[src/rtl/mem_arb_pkg.sv]
// mem_arb_pkg: shared types and sizing helpers for the N-port memory arbiter.
package mem_arb_pkg;
  typedef enum logic {ARB_FIXED, ARB_RR} arb_mode_e;
  localparam int READ_LATENCY_MAX = 4;
  function automatic int port_idx_w(input int n);
    return (n <= 2) ? 1 : $clog2(n);
  endfunction
endpackage

[src/rtl/mem_arbiter_n_rr_arbiter.sv]
// rr_arbiter: combinational one-hot grant picker with fixed/round-robin priority and lock override.
module rr_arbiter
  import mem_arb_pkg::*;
#(
  parameter int N  = 2,
  parameter int IW = port_idx_w(N)
) (
  input  logic [N-1:0]  req,
  input  arb_mode_e     mode,
  input  logic [IW-1:0] pointer,
  input  logic [IW-1:0] lock_owner,
  input  logic          lock_valid,
  output logic [N-1:0]  grant,
  output logic [IW-1:0] grant_idx
);
  logic          found;
  logic [IW-1:0] cand;
  always_comb begin
    grant_idx = '0;
    found     = 1'b0;
    cand      = '0;
    if (lock_valid && req[lock_owner]) begin
      grant_idx = lock_owner;
      found     = 1'b1;
    end else begin
      // fixed mode scans 0..N-1; round-robin scans pointer+1 onwards with wrap
      for (int k = 1; k <= N; k++) begin
        cand = (mode == ARB_FIXED) ? IW'(k - 1) : IW'((int'(pointer) + k) % N);
        if (!found && req[cand]) begin
          grant_idx = cand;
          found     = 1'b1;
        end
      end
    end
    grant = found ? N'(1) << grant_idx : '0;
  end
endmodule

[src/rtl/mem_arbiter_n.sv]
// mem_arbiter_n: N-port arbiter in front of one single-port synchronous memory,
// with lock support and port-tagged read returns through a latency pipeline.
module mem_arbiter_n
  import mem_arb_pkg::*;
#(
  parameter int        NUM_PORTS    = 2,
  parameter int        ADDR_WIDTH   = 8,
  parameter int        DATA_WIDTH   = 16,
  parameter arb_mode_e ARB_MODE     = ARB_RR,
  parameter int        READ_LATENCY = 1
) (
  input  logic                             clk_i,
  input  logic                             rst_i,
  input  logic [NUM_PORTS-1:0]             req_i,
  input  logic [NUM_PORTS-1:0]             we_i,
  input  logic [NUM_PORTS-1:0]             lock_i,
  input  logic [NUM_PORTS*ADDR_WIDTH-1:0]  addr_i,
  input  logic [NUM_PORTS*DATA_WIDTH-1:0]  wdata_i,
  output logic [NUM_PORTS-1:0]             gnt_o,
  output logic [NUM_PORTS-1:0]             rvalid_o,
  output logic [DATA_WIDTH-1:0]            rdata_o,
  output logic [ADDR_WIDTH-1:0]            mem_addr_o,
  output logic [DATA_WIDTH-1:0]            mem_value_o,
  output logic                             mem_re_o,
  output logic                             mem_we_o,
  output logic                             mem_enable_o,
  input  logic [DATA_WIDTH-1:0]            mem_value_i
);
  localparam int IW = port_idx_w(NUM_PORTS);
  localparam int PW = READ_LATENCY * IW;
  logic [NUM_PORTS-1:0]    gnt, rvalid_q, rvalid_d;
  logic [IW-1:0]           gnt_idx, owner_q, owner_d, ptr_q, ptr_d, iss_q, iss_d;
  logic                    any, lock_hit, lock_q, lock_d;
  logic [ADDR_WIDTH-1:0]   mem_addr_q, mem_addr_d;
  logic [DATA_WIDTH-1:0]   mem_value_q, mem_value_d, rdata_q, rdata_d;
  logic                    mem_re_q, mem_re_d, mem_we_q, mem_we_d;
  logic [READ_LATENCY-1:0] pv_q, pv_d;
  logic [PW-1:0]           pp_q, pp_d;
  rr_arbiter #(.N(NUM_PORTS), .IW(IW)) u_arb (
    .req        (req_i),
    .mode       (ARB_MODE),
    .pointer    (ptr_q),
    .lock_owner (owner_q),
    .lock_valid (lock_q),
    .grant      (gnt),
    .grant_idx  (gnt_idx)
  );
  always_comb begin
    any         = |req_i;
    lock_hit    = lock_q && req_i[owner_q];
    lock_d      = lock_hit;
    owner_d     = any ? gnt_idx : owner_q;
    ptr_d       = (any && !lock_hit) ? gnt_idx : ptr_q;
    iss_d       = any ? gnt_idx : iss_q;
    if (any) lock_d = lock_i[gnt_idx];
    mem_re_d    = any && !we_i[gnt_idx];
    mem_we_d    = any && we_i[gnt_idx];
    mem_addr_d  = any ? addr_i[gnt_idx*ADDR_WIDTH +: ADDR_WIDTH] : mem_addr_q;
    mem_value_d = any ? wdata_i[gnt_idx*DATA_WIDTH +: DATA_WIDTH] : mem_value_q;
    // tag pipeline shifts up by one stage per cycle; the top stage lines up with mem_value_i
    pv_d        = READ_LATENCY'({pv_q, mem_re_q});
    pp_d        = PW'({pp_q, iss_q});
    rvalid_d    = pv_q[READ_LATENCY-1] ? NUM_PORTS'(1) << pp_q[(READ_LATENCY-1)*IW +: IW] : '0;
    rdata_d     = pv_q[READ_LATENCY-1] ? mem_value_i : rdata_q;
  end
  always_ff @(posedge clk_i or negedge rst_i) begin
    if (!rst_i) begin
      lock_q      <= 1'b0;
      owner_q     <= '0;
      ptr_q       <= IW'(NUM_PORTS - 1);
      iss_q       <= '0;
      mem_re_q    <= 1'b0;
      mem_we_q    <= 1'b0;
      mem_addr_q  <= '0;
      mem_value_q <= '0;
      pv_q        <= '0;
      pp_q        <= '0;
      rvalid_q    <= '0;
      rdata_q     <= '0;
    end else begin
      lock_q      <= lock_d;
      owner_q     <= owner_d;
      ptr_q       <= ptr_d;
      iss_q       <= iss_d;
      mem_re_q    <= mem_re_d;
      mem_we_q    <= mem_we_d;
      mem_addr_q  <= mem_addr_d;
      mem_value_q <= mem_value_d;
      pv_q        <= pv_d;
      pp_q        <= pp_d;
      rvalid_q    <= rvalid_d;
      rdata_q     <= rdata_d;
    end
  end
  assign gnt_o        = gnt;
  assign rvalid_o     = rvalid_q;
  assign rdata_o      = rdata_q;
  assign mem_addr_o   = mem_addr_q;
  assign mem_value_o  = mem_value_q;
  assign mem_re_o     = mem_re_q;
  assign mem_we_o     = mem_we_q;
  assign mem_enable_o = mem_re_q | mem_we_q;
endmodule

[config.mk]
export PLATFORM = sky130hd
export DESIGN_NAME = mem_arbiter_n
export DESIGN_NICKNAME = d
export VERILOG_FILES = /design/src/rtl/mem_arb_pkg.sv /design/src/rtl/mem_arbiter_n_rr_arbiter.sv /design/src/rtl/mem_arbiter_n.sv
export SDC_FILE = /design/constraint.sdc
export NUM_CORES = 1
export LEC_CHECK = 0
export CAP_MARGIN = 20
export CELL_PAD_IN_SITES_DETAIL_PLACEMENT = 0
export CELL_PAD_IN_SITES_GLOBAL_PLACEMENT = 1
export CORE_MARGIN = 5
export CORE_UTILIZATION = 32
export CTS_CLUSTER_SIZE = 10
export DETAILED_ROUTE_END_ITERATION = 12
export GPL_TIMING_DRIVEN = 0
export PLACE_DENSITY_LB_ADDON = 0.1
export SETUP_SLACK_MARGIN = 0.3
export SLEW_MARGIN = 20
export SYNTH_ARGS = -nofsm -noshare
export SYNTH_HDL_FRONTEND = slang
export SYNTH_SLANG_ARGS = --single-unit
[constraint.sdc]
create_clock -name clk_i -period 3 [get_ports clk_i]
set_clock_uncertainty 0.05 [all_clocks]
set_input_delay 0.3 -clock clk_i [delete_from_list [all_inputs] [get_ports clk_i]]
set_output_delay 0.3 -clock clk_i [all_outputs]
set_load 0.02 [all_outputs]
==> flow_metrics.env <==
export IMPL_crit_chain="nor2_1 > o31ai_4 > inv_2 > clkdlybuf4s50_1"
export IMPL_drive_gt1_frac=0.08081
export IMPL_whs_path_depth=3
export IMPL_synth_seq_area_share=0.5487
export IMPL_endpoint_kind="primary output"
export IMPL_synth_seq_cells=49
export IMPL_switchingPower_w=0.0006451
export IMPL_required_ns=2.65
export IMPL_grt_max_degree=50
export IMPL_postRouteAntennaNets=0
export IMPL_comb_power_share=0.380
export IMPL_seqPwrFrac=0.414
export IMPL_core_um2=6794
export IMPL_route_vias_total=1844
export IMPL_fillCellCount=609
export IMPL_report_final_setup_viol=0
export IMPL_port_buffers=117
export IMPL_worst_pin_slew_ns=0.6305
export IMPL_grt_pass1_vias=1888
export IMPL_hold_path_class="in2reg"
export IMPL_finalHoldWorstSlack_ns=0.2999
export IMPL_worstRegToRegCells=4
export IMPL_crit_fanout=8
export IMPL_cts_buffers_inserted=5
export IMPL_dp_hpwl_um=4556
export IMPL_die_w_um=93.61
export IMPL_start_kind="register"
export IMPL_relSlewSlack=0.5797
export IMPL_synth_area_um2=2237
export IMPL_holdCritStartpoint="req_i[0]"
export IMPL_critical_path_top_delay_family="buffers and inverters"
export IMPL_grt_ovfl_total=0
export IMPL_critPathMaxStageDelay_ns=0.56
export IMPL_wl_per_cell_um=15.82
export IMPL_clkSinkCount=49
export IMPL_postCtsSetupBuffers=0
export IMPL_clkTransAtPathRegs_ns=0.08
export IMPL_initial_core_util=0.3293
export IMPL_crit_type="reg2out"
export IMPL_rows=30
export IMPL_p_int_w=0.001420
export IMPL_syn_inst=171
export IMPL_antenna_cells=0
export IMPL_drt_vias_per_instance=4.692
export IMPL_synth_top_area_share=0.5369
export IMPL_max_cap_violations=0
export IMPL_path_buf_inv=2
export IMPL_ir_drop_mv=0.2150
export IMPL_setup_tns_ns=0
export IMPL_drtIter0Drc=49
export IMPL_fmax_ghz=0.4233
export IMPL_drt_first_pass_iters=4
export IMPL_synthTopCellsByArea="dfrtp_1, o221a_1, mux2i_1, mux2_1, nand2_1"
export IMPL_seq_area_um2=1227
export IMPL_synth_largest_area_cell="dfrtp_1"
export IMPL_syn_avg_cell_area_um2=13.08
export IMPL_finalCritPeriodShare=0.7875
export IMPL_outcome="finished clean"
export IMPL_rr_endpoint="mem_value_o[8]$_DFFE_PN0N_"
export IMPL_grt_pass1_wl_um=9742
export IMPL_swShare=0.3124
export IMPL_cts_path_max_buffers=2
export IMPL_rsz0062_at_grt="no"
export IMPL_clkLatencyLatePin_ns=0.29
export IMPL_rrSetupSlack_ns=1.29
export IMPL_wl_um=6218
export IMPL_r2r_start="ptr_q$_DFFE_PN1P_"
export IMPL_cts_root_buf="clkbuf_8"
export IMPL_power_density_nw_per_um2=567.7
export IMPL_synth_cell_types=24
export IMPL_holdPathEnd="iss_q$_DFFE_PN0N_"
export IMPL_finalHoldViolations=0
export IMPL_slew_viol_final=0
export IMPL_cpMaxStageDelayCell="dfstp_2"
export IMPL_min_period_ns=2.363
export IMPL_ys_warn_count=0
export IMPL_grt_usage=0.1420
export IMPL_power_w=0.002065
export IMPL_gp_congestion=0.7935
export IMPL_final_nets=368
export IMPL_multiInputGateArea_um2=917.1
export IMPL_p_leak_nw=1.521
export IMPL_ios=119
export IMPL_cts_tree="done"
export IMPL_die_area_um2=8763
export IMPL_htreeDepth=2
export IMPL_syn_nets=243
export IMPL_drc=0
export IMPL_die_height_um=93.61
export IMPL_area_delta_synth_final_pct=62.58
export IMPL_cp_arrival_ns=2.01
export IMPL_power_share_clock=0.206
export IMPL_dpl_cell_count=384
export IMPL_antenna_found_initial=0
export IMPL_fin_cells=393
layer usage:
layer / wire [um] / up-vias / GRT usage
li1: - / 881 / -
met1: 2705 / 890 / 0.1854
met2: 3009 / 69 / 0.2299
met3: 466 / 4 / 0.04747
met4: 36 / 0 / 0.02888
met5: 0 / - / 0
timing repair:
action	in CTS	in global routing
hold buffers	1	0
hold endpoints to repair	37	0
gates resized for setup	0	0
synthesized netlist by cell type:
library cell  number
dfrtp_1           48
nand2_1           25
o221a_1           25
mux2i_1           24
mux2_1            16
buf_2              6
buf_6              3
clkbuf_1           3
a21o_1             2
a22o_1             2
and2_1             2
inv_2              2
nand2b_1           2
a31oi_1            1
dfstp_2            1
inv_1              1
inv_4              1
nor2_1             1
nor2b_1            1
o21ai_1            1
o2bb2ai_1          1
o31ai_4            1
or2_2              1
or3_1              1
through the flow:
stage | instance area [um2] | worst slack [ns] | utilization
after floorplan | 2237 | 1.396 | -
after global placement | 3528 | 0.006853 | 0.5193
after detailed placement | 3526 | 0.8155 | 0.5190
after CTS | 3637 | 0.6031 | 0.5354
after global routing | 3637 | 0.5025 | 0.5354
final | 3637 | 0.6375 | 0.5354
cells by family (layout without fill, tap and decap cells):
kind of cell / Yosys count / after routing / share of synthesized area
AND/OR/NAND/NOR: 33 / 33 / 0.06320
AO/OA/AOI/OAI: 33 / 33 / 0.1588
buffers and inverters: 16 / 142 / 0.04139
flip-flops: 49 / 49 / 0.5487
multiplexers: 40 / 40 / 0.1879
worst max-delay path by stage:
stage          slack [ns]  depth (start not counted)               from                         to
2_1_floorplan        1.40                          5  ptr_q$_DFFE_PN1P_  mem_addr_o[0]$_DFFE_PN0N_
3_3_place_gp        0.007                          1              rst_i  mem_addr_o[4]$_DFFE_PN0N_
3_5_place_dp         0.82                          3           req_i[1]                   gnt_o[0]
4_1_cts              0.60                          4  ptr_q$_DFFE_PN1P_                   gnt_o[1]
5_1_grt              0.50                          4  ptr_q$_DFFE_PN1P_                   gnt_o[1]
6_report             0.64                          4  ptr_q$_DFFE_PN1P_                   gnt_o[1]
area by class of cell:
cell class                 count  share of cell area
clock buffer                   7             0.02649
timing repair buffer         118              0.3240
inverter                       4            0.004816
buffer                        12             0.02064
tap                           96             0.03302
multi-input combinational    106              0.2521
sequential                    49              0.3375
clock inverter                 1            0.001376
cells in the final DEF, fill, tap and decap left out, drive strengths merged:
cell type / instances
dfstp: 1
mux2i: 24
o221a: 25
a22o: 2
clkinv: 1
o2bb2ai: 1
clkbuf: 10
dlygate4sd3: 1
clkdlybuf4s50: 116
dfrtp: 48
mux2: 16
or3: 1
a31oi: 1
nor2: 1
o21ai: 1
inv: 4
buf: 10
nand2b: 2
or2: 1
nor2b: 1
a21o: 2
o31ai: 1
nand2: 25
and2: 2
sequential cells by signal, summed over array words and instances (netlist names):
register,flops
iss_q,1
rdata_o,16
lock_q,1
mem_we_o,1
ptr_q,1
mem_addr_o,8
pp_q,1
pv_q,1
rvalid_o,2
mem_re_o,1
mem_value_o,16
power by group through the flow:
stage          combinational (W)  clock (W)  sequential [W]
2_1_floorplan           0.000235          0         0.00101
3_3_place_gp            0.000789          0        0.000866
3_5_place_dp            0.000794          0        0.000868
4_1_cts                 0.000797   0.000442        0.000857
5_1_grt                 0.000838   0.000476        0.000875
6_report                0.000784   0.000425        0.000856
worst reg2reg max path: cells and delay by family, from the launching register on:
family	cells	cell delay, ns
AOI/OAI and AO/OA	2	0.65
buffers and inverters	1	0.32
DFF	1	0.56
and+or+nand+nor	1	0.08
Note: power is estimated with default switching activity, not from simulation.
